`config.mk`:
```
export PLATFORM = sky130hd
export DESIGN_NAME = ls_ex
export DESIGN_NICKNAME = d
export VERILOG_FILES = /design/src/rtl/ls_ex.sv
export SDC_FILE = /design/constraint.sdc
export NUM_CORES = 1
export LEC_CHECK = 0
export ABC_CLOCK_PERIOD_IN_PS = 2700
export CAP_MARGIN = 15
export CORE_MARGIN = 1
export CORE_UTILIZATION = 51
export DETAILED_ROUTE_END_ITERATION = 12
export GPL_ROUTABILITY_DRIVEN = 0
export PLACE_DENSITY = 0.92
export SETUP_SLACK_MARGIN = 0.5
export SLEW_MARGIN = 0
export SYNTH_ARGS = -nofsm -noshare
export SYNTH_HDL_FRONTEND = slang
export SYNTH_SLANG_ARGS = --single-unit
```
`constraint.sdc`:
```
create_clock -name clk -period 2.7 [get_ports clk]
set_input_delay 0.27 -clock clk [delete_from_list [all_inputs] [get_ports clk]]
set_output_delay 0.27 -clock clk [all_outputs]
set_load 0.05 [all_outputs]
```
`src/rtl/ls_ex.sv`:
```
// ls_ex -- load/store execution unit.
//
// Takes one memory request at a time from the load/store queue and moves it
// through a byte-wide RAM port, one byte per granted cycle, little-endian.
// Loads are assembled, extended and broadcast on the CDB with a one-cycle
// valid pulse; stores finish silently once their last byte is written.
//
// Ports:
//   clk, rst (async, active-low), rdy (global stall: everything holds)
//   *_from_ls / full_sign_to_ls   request in, busy back-pressure out
//   *_to_cdb                      load result broadcast
//   rollback_sign_from_rob        flush: drops in-flight loads only
//   mem_req/grant, mem_a/dout/wr/din   byte-wide RAM port via arbiter
//   io_buffer_full                holds stores to the I/O region

`ifndef LS_EX_DEFS
`define LS_EX_DEFS
`define OPNUM_TYPE  [5:0]
`define ADDR_TYPE   [31:0]
`define DATA_TYPE   [31:0]
`define ROB_ID_TYPE [4:0]
`define INVALID_ROB 5'd16
`define OPNUM_LB    6'd1
`define OPNUM_LH    6'd2
`define OPNUM_LW    6'd3
`define OPNUM_LBU   6'd4
`define OPNUM_LHU   6'd5
`define OPNUM_SB    6'd6
`define OPNUM_SH    6'd7
`define OPNUM_SW    6'd8
`endif

module ls_ex #(
   parameter logic [31:0] RAM_IO_ADDR = 32'h30000
) (
   input  logic                clk,
   input  logic                rst,
   input  logic                rdy,
   input  logic                enable_sign_from_ls,
   input  logic `OPNUM_TYPE    opnum_from_ls,
   input  logic `ADDR_TYPE     addr_from_ls,
   input  logic `DATA_TYPE     store_data_from_ls,
   input  logic `ROB_ID_TYPE   rob_id_from_ls,
   output logic                full_sign_to_ls,
   output logic                valid_sign_to_cdb,
   output logic `ROB_ID_TYPE   rob_id_to_cdb,
   output logic `DATA_TYPE     data_to_cdb,
   input  logic                rollback_sign_from_rob,
   output logic                mem_req_sign_to_mc,
   input  logic                mem_grant_sign_from_mc,
   output logic `ADDR_TYPE     mem_a,
   output logic [7:0]          mem_dout,
   output logic                mem_wr,
   input  logic [7:0]          mem_din,
   input  logic                io_buffer_full
);

   typedef enum logic [1:0] {IDLE, ACCESS, FINISH} state_t;

   state_t            state, state_nxt;
   logic `OPNUM_TYPE  op_q;
   logic `ADDR_TYPE   addr_q;
   logic `DATA_TYPE   sdata_q;
   logic `DATA_TYPE   ld_buf;     // load bytes captured so far
   logic `DATA_TYPE   ld_word;    // ld_buf with the byte arriving this cycle merged in
   logic `DATA_TYPE   ld_ext;
   logic [2:0]        idx;        // bytes already presented
   logic [2:0]        nbytes;
   logic              rd_pend;    // a read was presented last cycle; mem_din holds it now
   logic [1:0]        rd_idx;
   logic              is_load_in, is_load_q;
   logic              io_stall, present, last_byte, accept;

   assign is_load_in = (opnum_from_ls <= `OPNUM_LHU);
   assign is_load_q  = (op_q <= `OPNUM_LHU);

   always_comb begin
      nbytes = 3'd4;
      case (op_q)
         `OPNUM_LB, `OPNUM_LBU, `OPNUM_SB: nbytes = 3'd1;
         `OPNUM_LH, `OPNUM_LHU, `OPNUM_SH: nbytes = 3'd2;
         default:                          nbytes = 3'd4;
      endcase
   end

   // I/O writes go through a buffer; while it is full the store must wait.
   assign io_stall  = !is_load_q && (addr_q >= RAM_IO_ADDR) && io_buffer_full;
   assign present   = (state == ACCESS) && mem_grant_sign_from_mc && rdy && !io_stall;
   assign last_byte = ((idx + 3'd1) == nbytes);
   // A load arriving together with a flush belongs to the squashed path.
   assign accept    = (state == IDLE) && enable_sign_from_ls && rdy &&
                      !(rollback_sign_from_rob && is_load_in);

   // ---------------- FSM ----------------
   always_ff @(posedge clk or negedge rst) begin
      if (!rst)     state <= IDLE;
      else if (rdy) state <= state_nxt;
   end

   always_comb begin
      state_nxt = state;
      case (state)
         IDLE:   if (accept) state_nxt = ACCESS;
         ACCESS: begin
            if (rollback_sign_from_rob && is_load_q)
               state_nxt = IDLE;
            else if (present && last_byte)
               state_nxt = is_load_q ? FINISH : IDLE;
         end
         FINISH: state_nxt = IDLE;  // either broadcast or flushed
         default: state_nxt = IDLE;
      endcase
   end

   // ---------------- memory port ----------------
   assign full_sign_to_ls    = (state != IDLE);
   assign mem_req_sign_to_mc = (state == ACCESS);
   assign mem_wr             = present && !is_load_q;
   assign mem_a              = present ? (addr_q + {29'd0, idx}) : '0;

   always_comb begin
      mem_dout = 8'h00;
      if (present && !is_load_q) begin
         case (idx[1:0])
            2'd0: mem_dout = sdata_q[7:0];
            2'd1: mem_dout = sdata_q[15:8];
            2'd2: mem_dout = sdata_q[23:16];
            default: mem_dout = sdata_q[31:24];
         endcase
      end
   end

   // ---------------- load assembly ----------------
   always_comb begin
      ld_word = ld_buf;
      case (rd_idx)
         2'd0: ld_word[7:0]   = mem_din;
         2'd1: ld_word[15:8]  = mem_din;
         2'd2: ld_word[23:16] = mem_din;
         default: ld_word[31:24] = mem_din;
      endcase
   end

   always_comb begin
      ld_ext = ld_word;
      case (op_q)
         `OPNUM_LB:  ld_ext = {{24{ld_word[7]}}, ld_word[7:0]};
         `OPNUM_LH:  ld_ext = {{16{ld_word[15]}}, ld_word[15:0]};
         `OPNUM_LBU: ld_ext = {24'd0, ld_word[7:0]};
         `OPNUM_LHU: ld_ext = {16'd0, ld_word[15:0]};
         default:    ld_ext = ld_word;
      endcase
   end

   // ---------------- datapath ----------------
   always_ff @(posedge clk or negedge rst) begin
      if (!rst) begin
         op_q              <= '0;
         addr_q            <= '0;
         sdata_q           <= '0;
         idx               <= '0;
         rd_pend           <= 1'b0;
         rd_idx            <= '0;
         ld_buf            <= '0;
         valid_sign_to_cdb <= 1'b0;
         data_to_cdb       <= '0;
         rob_id_to_cdb     <= `INVALID_ROB;
      end else if (rdy) begin
         valid_sign_to_cdb <= 1'b0;
         // mem_din answers last cycle's address even if grant has since dropped
         rd_pend <= present && is_load_q;
         if (present) begin
            idx    <= idx + 3'd1;
            rd_idx <= idx[1:0];
         end
         if (rd_pend) ld_buf <= ld_word;
         if (accept) begin
            op_q          <= opnum_from_ls;
            addr_q        <= addr_from_ls;
            sdata_q       <= store_data_from_ls;
            idx           <= '0;
            ld_buf        <= '0;
            rob_id_to_cdb <= rob_id_from_ls;
         end
         if (state == FINISH && !rollback_sign_from_rob) begin
            valid_sign_to_cdb <= 1'b1;
            data_to_cdb       <= ld_ext;
         end
      end
   end

endmodule

```
==> results of run 1 <==
-- worst max-delay path, stage by stage (launching register included) --
cell	delay (ns)
dfrtp_1	0.45
ha_4	0.20
fa_2	0.37
a21oi_4	0.24
buf_6	0.15
nor2_4	0.07
nand4_1	0.22
xor2_2	0.33
nor2_4	0.07
buf_12	0.15
-- layout make-up --
cell class                      count  area share, %
Antenna cell                        1         0.0211
Tap cell                          180           1.90
Clock buffer                       23           4.21
Timing Repair Buffer              245           24.4
Sequential cell                   148           31.5
Clock inverter                      9          0.761
Multi-Input combinational cell    495           37.0
Inverter                            6          0.254
-- per-layer routing --
| metal | share of wire [%] | GRT usage (%) | up-vias | routed length [um] |
|---|---|---|---|---|
| met3 | 8.3 | 7.99 | 176 | 2420 |
| met1 | 35 | 39.8 | 3495 | 10100 |
| met2 | 50 | 60.0 | 567 | 14600 |
| met5 | 0 | 0 | - | 0 |
| met4 | 7.0 | 21.3 | 0 | 2050 |
| li1 | - | - | 2903 | - |
-- worst min-delay path by stage --
stage               slack (ns)    endpoint              from  depth (start not counted)
CTS                       0.40  addr_q[24]  addr_from_ls[24]                          3
floorplan                -0.03   addr_q[0]               rst                          0
global placement          0.30  addr_q[26]               rst                          1
global route              0.45  addr_q[14]  addr_from_ls[14]                          2
finish                    0.40     op_q[1]               rst                          2
detailed placement        0.30  addr_q[25]               rst                          1
-- state kept, by name, indices dropped and copies added, names as in the netlist --
register / flops
rob_id_to_cdb: 5
addr_q: 32
valid_sign_to_cdb: 1
idx: 3
state: 2
ld_buf: 32
data_to_cdb: 32
sdata_q: 32
op_q: 6
rd_pend: 1
rd_idx: 2
-- stage by stage --
| stage | instance area [um^2] | cells | power [W] | util [%] |
|---|---|---|---|---|
| after floorplan | 7760 | 691 | 0.00693 | - |
| after global placement | 10100 | 1014 | 0.00824 | 71.7 |
| after detailed placement | 10100 | 1014 | 0.00845 | 71.7 |
| after CTS | 11500 | 1078 | 0.0116 | 81.6 |
| after global routing | 11800 | 1107 | 0.0132 | 84.3 |
| final | 11800 | 1107 | 0.0128 | 84.3 |
-- layout by cell type (no fill, tap or decap), drive strengths merged, types with 2 or more instances in the layout --
master	synthesis	layout
clkbuf	28	23
and4	3	3
nor4	4	4
or2	2	2
mux2	74	74
a211oi	20	20
a21oi	43	43
dfrtp	147	147
clkinv	0	3
nand2b	6	6
and3	8	8
mux2i	27	27
nand4	10	10
nand3	22	22
o22a	24	24
inv	6	7
clkdlybuf4s50	0	126
o22ai	2	2
nand2	57	58
nand4b	2	2
xor2	22	22
clkinvlp	0	4
buf	15	116
xnor2	9	9
a21o	3	3
nor4b	3	3
o21ai	14	14
nor2	97	97
ha	8	8
a222oi	8	8
and2	3	3
nor3	3	3
nor2b	3	3
or3	7	7
-- power groups by stage --
stage          Sequential (W)  Combinational [W]  Clock [W]
3_3_place_gp          0.00378            0.00446          0
6_report              0.00413            0.00628    0.00241
3_5_place_dp          0.00385            0.00460          0
2_1_floorplan         0.00372            0.00321          0
4_1_cts               0.00393            0.00534    0.00235
5_1_grt               0.00416            0.00654    0.00250
-- kinds of logic (layout without fill, tap and decap cells) --
| family | after synthesis | in the layout |
|---|---|---|
| AO/OA/AOI/OAI | 123 | 123 |
| XOR/XNOR | 31 | 31 |
| other | 0 | 1 |
| adder cells (fa/ha/maj) | 9 | 9 |
| buffers and inverters | 49 | 283 |
| multiplexers | 101 | 101 |
| AND/OR/NAND/NOR | 230 | 231 |
| flip-flops | 148 | 148 |
-- repair_timing --
action | CTS | global route
buffers inserted | 27 | 28
endpoints found under the hold margin | 62 | 0
hold buffers | 1 | 0
gates resized for setup | 92 | 41
setup endpoints to repair | 44 | 53
gates cloned | 4 | 0
pin swaps | 41 | 29
==> results.json, run 1 <==
{
  "synth_commonest_cells": "147 x dfrtp_1, 96 x nor2_1, 57 x nand2_1",
  "grt_setup_unrepaired": "true",
  "async_flop_share_pct": 100,
  "cap_violations": 0,
  "setup.worst_path.end_class": "output pin",
  "num_rows": 43,
  "overflow": 0,
  "cp_max_fo": 6,
  "ys_ff_latch": 148,
  "synth_simple_gate_area_share_pct": 15.2,
  "endpoint": "mem_a[28]",
  "period_share_pct": 109,
  "pwr-share-clk_pct": 18.8,
  "dieHeight_um": 123,
  "synth.most_common_cell": "dfrtp_1",
  "p_sw_w": 0.00555,
  "clk-insertion-delay-late_ns": 0.43,
  "core_um2": 14000,
  "violations": "setup timing",
  "required_ns": 2.43,
  "final_hold_viol_count": 0,
  "viasPerCell": 6.45,
  "synth_nets": 790,
  "synth_compound_area_share_pct": 11.5,
  "crit_type": "reg2out",
  "grt_pass1_vias": 7034,
  "setup_violations": 26,
  "setup_tns_ns": -2.17,
  "cts-root-buf": "clkbuf_16",
  "synth_top_family_by_area": "simple AND/OR/NAND/NOR gates",
  "nets": 1012,
  "synth.avg_cell_area_um2": 10.7,
  "peakVddDrop_uv": 921,
  "ys_warn_count": 0,
  "synthCells": 691,
  "synthesis.area_um2": 7410,
  "grt_max_degree": 74,
  "drcViolationCount": 0,
  "cts_buffers": 17,
  "multi_input_area_um2": 4380,
  "ctsLongestPathBuffers": 2,
  "finClkSkew_ns": 0.0141,
  "grt_use_total_pct": 35.1,
  "ys_seq_area_share_pct": 50.0,
  "antenna_found_initial": 1,
  "min_period_ns": 2.94,
  "fin_ws_ns": -0.244,
  "p_per_area_nw_per_um2": 1080,
  "synth_top_cell_area_share_pct": 49.7,
  "seqPwrFrac_pct": 32.2,
  "port_buffers": 170,
  "regArea_um2": 3730,
  "h-tree-depth": 4,
  "grt_pass1_wl_mm": 39.0,
  "timing.rr.start": "idx[0]",
  "rrSetupSlack_ns": 0.47,
  "hold_ws_ns": 0.399,
  "r2r-end": "state[1]",
  "avgRoutedWirePerCell_um": 26.4,
  "worst_slew_pin_slew_ns": 0.869,
  "fmax_mhz": 340,
  "dp_slack_ns": 0.254,
  "yosysUniqueCellTypes": 55,
  "p_int_w": 0.00727,
  "wirelength_mm": 29.2,
  "holdCritPathClass": "in2async",
  "relSlewSlack_pct": 41.6,
  "r2r_cells": 9,
  "synthAdderAreaFrac_pct": 1.62,
  "yosysTopAreaCell": "dfrtp_1",
  "ant_nets": 0,
  "die_area_um2": 15000,
  "drt_first_pass_iters": 6,
  "crit_start": "addr_q[0]",
  "initial_utilization_pct": 52.7,
  "drv_slew": 0,
  "synth-xor-area-share_pct": 3.67,
  "clock-sinks": 148,
  "layout-drive-gt1-share_pct": 37.1,
  "power_frac_comb_pct": 49.0,
  "ys_top_cells_by_area": "dfrtp_1 50%, mux2_2 6.4%, mux2_1 4.9%",
  "dp_hpwl_mm": 14.0,
  "outcome": "finished with violations",
  "first_iter_violations": 708,
  "boundaryPins": 171,
  "area_delta_synth_final_pct": 59.9,
  "leakage_nw": 4.90,
  "synth_edf_count": 0,
  "tritoncts": "built",
  "cts.clk_slew.worst_paths_ns": 0.07,
  "num_vias": 7141,
  "nFillCells": 605,
  "start_kind": "flip-flop",
  "synthMuxAreaShare_pct": 14.9,
  "critPathArrivalTime_ns": 2.67,
  "die_x_um": 123,
  "power.share.switching_pct": 43.3,
  "synthFlopType": "dfrtp_1"
}
Note: power is estimated with default switching activity, not from simulation.
==> run 2, diff against run 1 <==
--- a/config.mk
+++ b/config.mk
@@ -13,6 +13,7 @@
 export GPL_ROUTABILITY_DRIVEN = 0
 export PLACE_DENSITY = 0.92
 export SETUP_SLACK_MARGIN = 0.5
+export SKIP_LAST_GASP = 1
 export SLEW_MARGIN = 0
 export SYNTH_ARGS = -nofsm -noshare
 export SYNTH_HDL_FRONTEND = slang
==> run 2 against run 1 <==
Effect of this change: the run still ends with setup timing left; routed wire length grew 1.5%; critical path type unchanged; via count fell by 0.13%; sequential share of layout area unchanged; non-clock buffer count did not move; cell area unchanged; utilization unchanged; critical endpoint is now mem_a[14]; critical path depth is the same; first-iteration DRC count is 7.6% higher; flip-flop and latch count is the same.
==> results.json, run 2 (synthesis results as in run 1) <==
{
  "outcome": "finished with violations",
  "ctsLongestPathBuffers": 2,
  "worst-path-buf-inv": 2,
  "clock-sinks": 148,
  "crit_start": "addr_q[0]",
  "h-tree-depth": 4,
  "peakVddDrop_uv": 718,
  "drcViolationCount": 0,
  "cap_violations": 0,
  "grt_use_total_pct": 35.1,
  "critPathTopFamily": "simple AND/OR/NAND/NOR gates",
  "nets": 1012,
  "cts_buffers": 17,
  "dieHeight_um": 123,
  "grt_max_degree": 74,
  "avgRoutedWirePerCell_um": 26.8,
  "r2r_cells": 9,
  "violations": "setup timing",
  "area_delta_synth_final_pct": 59.9,
  "layout_common_cells": "126 x dfrtp_1, 126 x clkdlybuf4s50_1, 61 x nor2_1, 52 x buf_4, 51 x nand2_1",
  "finClkSkew_ns": 0.0108,
  "core_um2": 14000,
  "layout-drive-gt1-share_pct": 37.0,
  "place_area_um2": 10100,
  "first_iter_violations": 762,
  "cts-root-buf": "clkbuf_16",
  "wirelength_mm": 29.7,
  "boundaryPins": 171,
  "p_per_area_nw_per_um2": 1090,
  "port_buffers": 170,
  "clk-insertion-delay-late_ns": 0.43,
  "initial_utilization_pct": 52.7,
  "holdCritPathClass": "in2async",
  "worst_slew_pin_slew_ns": 0.873,
  "period_share_pct": 110,
  "fin_cells": 1108,
  "multi_input_area_um2": 4380,
  "critPathArrivalTime_ns": 2.70,
  "final_hold_viol_count": 0,
  "ant_nets": 0,
  "leakage_nw": 4.90,
  "die_area_um2": 15000,
  "path_cells": "ha_4 > fa_2 > a21oi_4 > nor4b_4 > buf_6 > nand4_1 > xor2_2 > nor2_4 > buf_12",
  "tritoncts": "built",
  "antenna_found_initial": 3,
  "required_ns": 2.43,
  "num_vias": 7132,
  "grt_setup_unrepaired": "true",
  "rrSetupSlack_ns": 0.41,
  "nFillCells": 605,
  "relSlewSlack_pct": 41.3,
  "fin_ws_ns": -0.273,
  "num_rows": 43,
  "fmax_mhz": 336,
  "drv_slew": 0,
  "critPathSlowestCell": "dfrtp_1",
  "setup_violations": 28,
  "start_kind": "flip-flop",
  "fin_area_um2": 11800,
  "crit_type": "reg2out",
  "cp_max_fo": 6,
  "regArea_um2": 3730,
  "min_period_ns": 2.97,
  "endpoint": "mem_a[14]",
  "place_inst": 1014,
  "viasPerCell": 6.44,
  "die_x_um": 123,
  "drt_first_pass_iters": 8,
  "r2r-end": "state[1]",
  "overflow": 0,
  "dp_hpwl_mm": 14.0,
  "setup.worst_path.end_class": "output pin",
  "grt_pass1_vias": 7034,
  "cp.depth": 9,
  "grt_pass1_wl_mm": 39.0,
  "cts.clk_slew.worst_paths_ns": 0.06,
  "timing.rr.start": "idx[0]",
  "crit_path_max_incr_delay_ns": 0.45
}
## run 2: changes by cell type in the layout (fill, tap and decap cells not counted)
cell	change
nand2_2	-1
nand2_1	+1
diode_2	+1
## run 2: through the flow
step	TNS (ns)	util [%]	worst slack (ns)	total power [W]	hold WS (ns)
final	-2.57	84.3	-0.273	0.0129	0.396
after global routing	-2.65	84.3	-0.247	0.0132	0.452
after CTS	0	81.6	0.00714	0.0116	0.404
after detailed placement	0	71.7	0.254	0.00845	0.303
after global placement	0	71.7	0.353	0.00824	0.299
after floorplan	0	-	0.452	0.00693	-0.0256
## run 2: power by group
group | leakage [nW] | internal (W) | switching [W]
clock | 0.287 | 0.00140 | 0.00101
sequential | 1.86 | 0.00307 | 0.00105
combinational | 2.76 | 0.00281 | 0.00354
## run 2: worst min path at each step
stage / endpoint / from / slack (ns) / cells past startpoint
final: addr_q[25] / rst / 0.40 / 2
after global routing: addr_q[24] / addr_from_ls[24] / 0.45 / 3
after CTS: addr_q[24] / addr_from_ls[24] / 0.40 / 3
after detailed placement: addr_q[25] / rst / 0.30 / 1
after global placement: addr_q[26] / rst / 0.30 / 1
after floorplan: addr_q[0] / rst / -0.03 / 0
## run 2: timing repair
item	4_1_cts	5_1_grt
hold endpoints to repair	62	0
hold buffers	1	0
cloned	4	0
pin swaps	41	28
setup buffers	27	28
resized for setup	92	40
setup endpoints to repair	44	53
## run 2: area by class of cell
class                           instances  share of cell area, %
Multi-Input combinational cell        495                   37.0
Sequential cell                       148                   31.5
Timing Repair Buffer                  245                   24.4
Clock buffer                           23                   4.21
Tap cell                              180                   1.90
Clock inverter                          9                  0.761
Inverter                                6                  0.254
Antenna cell                            2                 0.0423
## run 2: per-layer routing
metal  up-vias  share of wire [%]  track usage [%]
met5         -                  0                0
met4         0                8.2             21.3
met3       199                8.6             7.99
met2       525                 48             60.0
met1      3511                 35             39.8
li1       2897                  -                -
==> run 3, diff against run 2 <==
--- a/config.mk
+++ b/config.mk
@@ -10,7 +10,6 @@
 export CORE_MARGIN = 1
 export CORE_UTILIZATION = 51
 export DETAILED_ROUTE_END_ITERATION = 12
-export GPL_ROUTABILITY_DRIVEN = 0
 export PLACE_DENSITY = 0.92
 export SETUP_SLACK_MARGIN = 0.5
 export SKIP_LAST_GASP = 1
@@ -18,3 +17,4 @@
 export SYNTH_ARGS = -nofsm -noshare
 export SYNTH_HDL_FRONTEND = slang
 export SYNTH_SLANG_ARGS = --single-unit
+export TNS_END_PERCENT = 10
==> run 3 against run 2 <==
Effect of this change: the run still ends with setup timing left; cell count is 1.7% lower; largest cell class unchanged; via count decreased by 6.3%; critical path depth unchanged; critical endpoint is now mem_a[22]; sequential share of layout area grew 1.5 points; routed wire length decreased by 15%; register-to-register slack worse by 0.15 ns; clock skew fell by 0.00057 ns; combinational power fell by 12%.
==> results.json, run 3 (synthesis results as in run 1) <==
{
  "final_hold_viol_count": 0,
  "antenna_found_initial": 0,
  "cts-root-buf": "clkbuf_16",
  "cap_violations": 0,
  "cts.clk_slew.worst_paths_ns": 0.06,
  "crit_type": "reg2out",
  "place_inst": 1016,
  "p_total_w": 0.0121,
  "grt_max_degree": 71,
  "dp_hpwl_mm": 14.0,
  "fmax_mhz": 350,
  "tritoncts": "built",
  "clock-sinks": 148,
  "fin_cells": 1089,
  "critPathTopFamily": "simple AND/OR/NAND/NOR gates",
  "h-tree-depth": 4,
  "gp_congestion": 0.860,
  "num_rows": 43,
  "num_vias": 6681,
  "port_buffers": 170,
  "layout-drive-gt1-share_pct": 31.5,
  "ctsLongestPathBuffers": 2,
  "fin_ws_ns": -0.154,
  "critPathSlowestCell": "dfrtp_1",
  "holdCritPathClass": "in2async",
  "setup_violations": 21,
  "setup.worst_path.end_class": "output pin",
  "peakVddDrop_uv": 754,
  "leakage_nw": 4.68,
  "cts_buffers": 17,
  "avgRoutedWirePerCell_um": 23.1,
  "die_area_um2": 15000,
  "ant_nets": 0,
  "path_cells": "ha_4 > fa_2 > a21oi_4 > nor4b_4 > buf_4 > nand3_1 > xor2_2 > nor2_4 > buf_12",
  "critPathArrivalTime_ns": 2.58,
  "core_um2": 14000,
  "boundaryPins": 171,
  "drt_first_pass_iters": 6,
  "hold_ws_ns": 0.429,
  "cp_max_fo": 6,
  "layout_common_cells": "132 x dfrtp_1, 128 x clkdlybuf4s50_1, 62 x nor2_1, 55 x nand2_1, 55 x buf_4",
  "drv_slew": 0,
  "fin_util_pct": 80.3,
  "finClkSkew_ns": 0.0102,
  "layout_commonest_cell": "dfrtp_1",
  "worst-path-buf-inv": 2,
  "diodes": 0,
  "start_kind": "flip-flop",
  "overflow": 0,
  "grt_setup_unrepaired": "true",
  "initial_utilization_pct": 52.7,
  "relSlewSlack_pct": 45.3,
  "violations": "setup timing",
  "viasPerCell": 6.13,
  "p_per_area_nw_per_um2": 1070,
  "min_period_ns": 2.85,
  "nets": 997,
  "clk-insertion-delay-late_ns": 0.43,
  "grt_pass1_vias": 6689,
  "drcViolationCount": 0,
  "wirelength_mm": 25.1,
  "die_x_um": 123,
  "dieHeight_um": 123,
  "outcome": "finished with violations",
  "grt_pass1_wl_mm": 35.1,
  "area_delta_synth_final_pct": 52.3,
  "crit_path_max_incr_delay_ns": 0.43,
  "grt_use_total_pct": 31.1,
  "worst_slew_pin_slew_ns": 0.814,
  "period_share_pct": 106,
  "first_iter_violations": 505,
  "required_ns": 2.43
}
[run 3: cell count changes in the layout (fill, tap and decap cells not counted), moves of 4 or more]
cell,delta
buf_12,-8
buf_6,-6
dfrtp_1,+6
dfrtp_2,-6
nor2_4,-5
a21oi_1,+4
buf_16,-4
nand2_1,+4
nand2_4,-4
nand3_1,+4
nor2_2,+4
xnor2_1,+4
xor2_1,+4
[run 3: worst paths after layout]
path                                       end  cells past startpoint  slack [ns]       startpoint
worst max-delay path                 mem_a[22]                      9       -0.15        addr_q[0]
worst min-delay path            data_to_cdb[5]                      2        0.43              rst
worst max register to register        state[0]                      9        0.26           idx[0]
worst min register to register     sdata_q[23]                      1        0.50      sdata_q[23]
max in group asynchronous            ld_buf[7]                      3        1.53              rst
min in group clk                     addr_q[2]                      2        0.44  addr_from_ls[2]
[run 3: repair_timing]
item,4_1_cts,5_1_grt
pin swaps,13,21
buffers inserted,13,28
resized for setup,35,36
endpoints found under the setup margin,44,62
hold buffers,1,0
gates cloned,1,0
endpoints found under the hold margin,67,0
[run 3: through the flow]
stage / worst slack, ns / setup TNS (ns) / area, um^2
3_3_place_gp: 0.297 / 0 / 9980
2_1_floorplan: 0.428 / 0 / 7710
5_1_grt: -0.237 / -2.95 / 11300
6_report: -0.154 / -1.74 / 11300
3_5_place_dp: 0.240 / 0 / 9980
4_1_cts: 0.0331 / 0 / 10900
[run 3: worst reg2reg max path, delay by kind of cell (launching register included)]
kind	cells	cell delay, ns
AND/OR/NAND/NOR	2	0.45
adder cells (fa/ha/maj)	1	0.29
buffers and inverters	3	0.39
AO/OA/AOI/OAI	3	0.78
flip-flops	1	0.39
[run 3: cell type report]
type / instances / area, um^2
repair buffers: 230 / 2570
clock buffers: 21 / 460
inverters: 6 / 30.0
multi-input cells: 495 / 4120
fillers: 739 / 2760
clock inverters: 9 / 154
well taps: 180 / 225
flip-flops and latches: 148 / 3720
[run 3: power breakdown]
part	switching, W	internal, W
Combinational	0.00306	0.00252
Clock	0.000930	0.00158
Sequential	0.000948	0.00307
[run 3: per-layer routing]
metal	part of all wire (%)	wire (um)	vias to the layer above	track usage, %
met5	0	0	-	0
met4	5.9	1470	0	16.9
met3	6.9	1740	110	8.09
met2	52	13100	381	54.2
met1	35	8800	3315	34.7
li1	-	-	2875	-
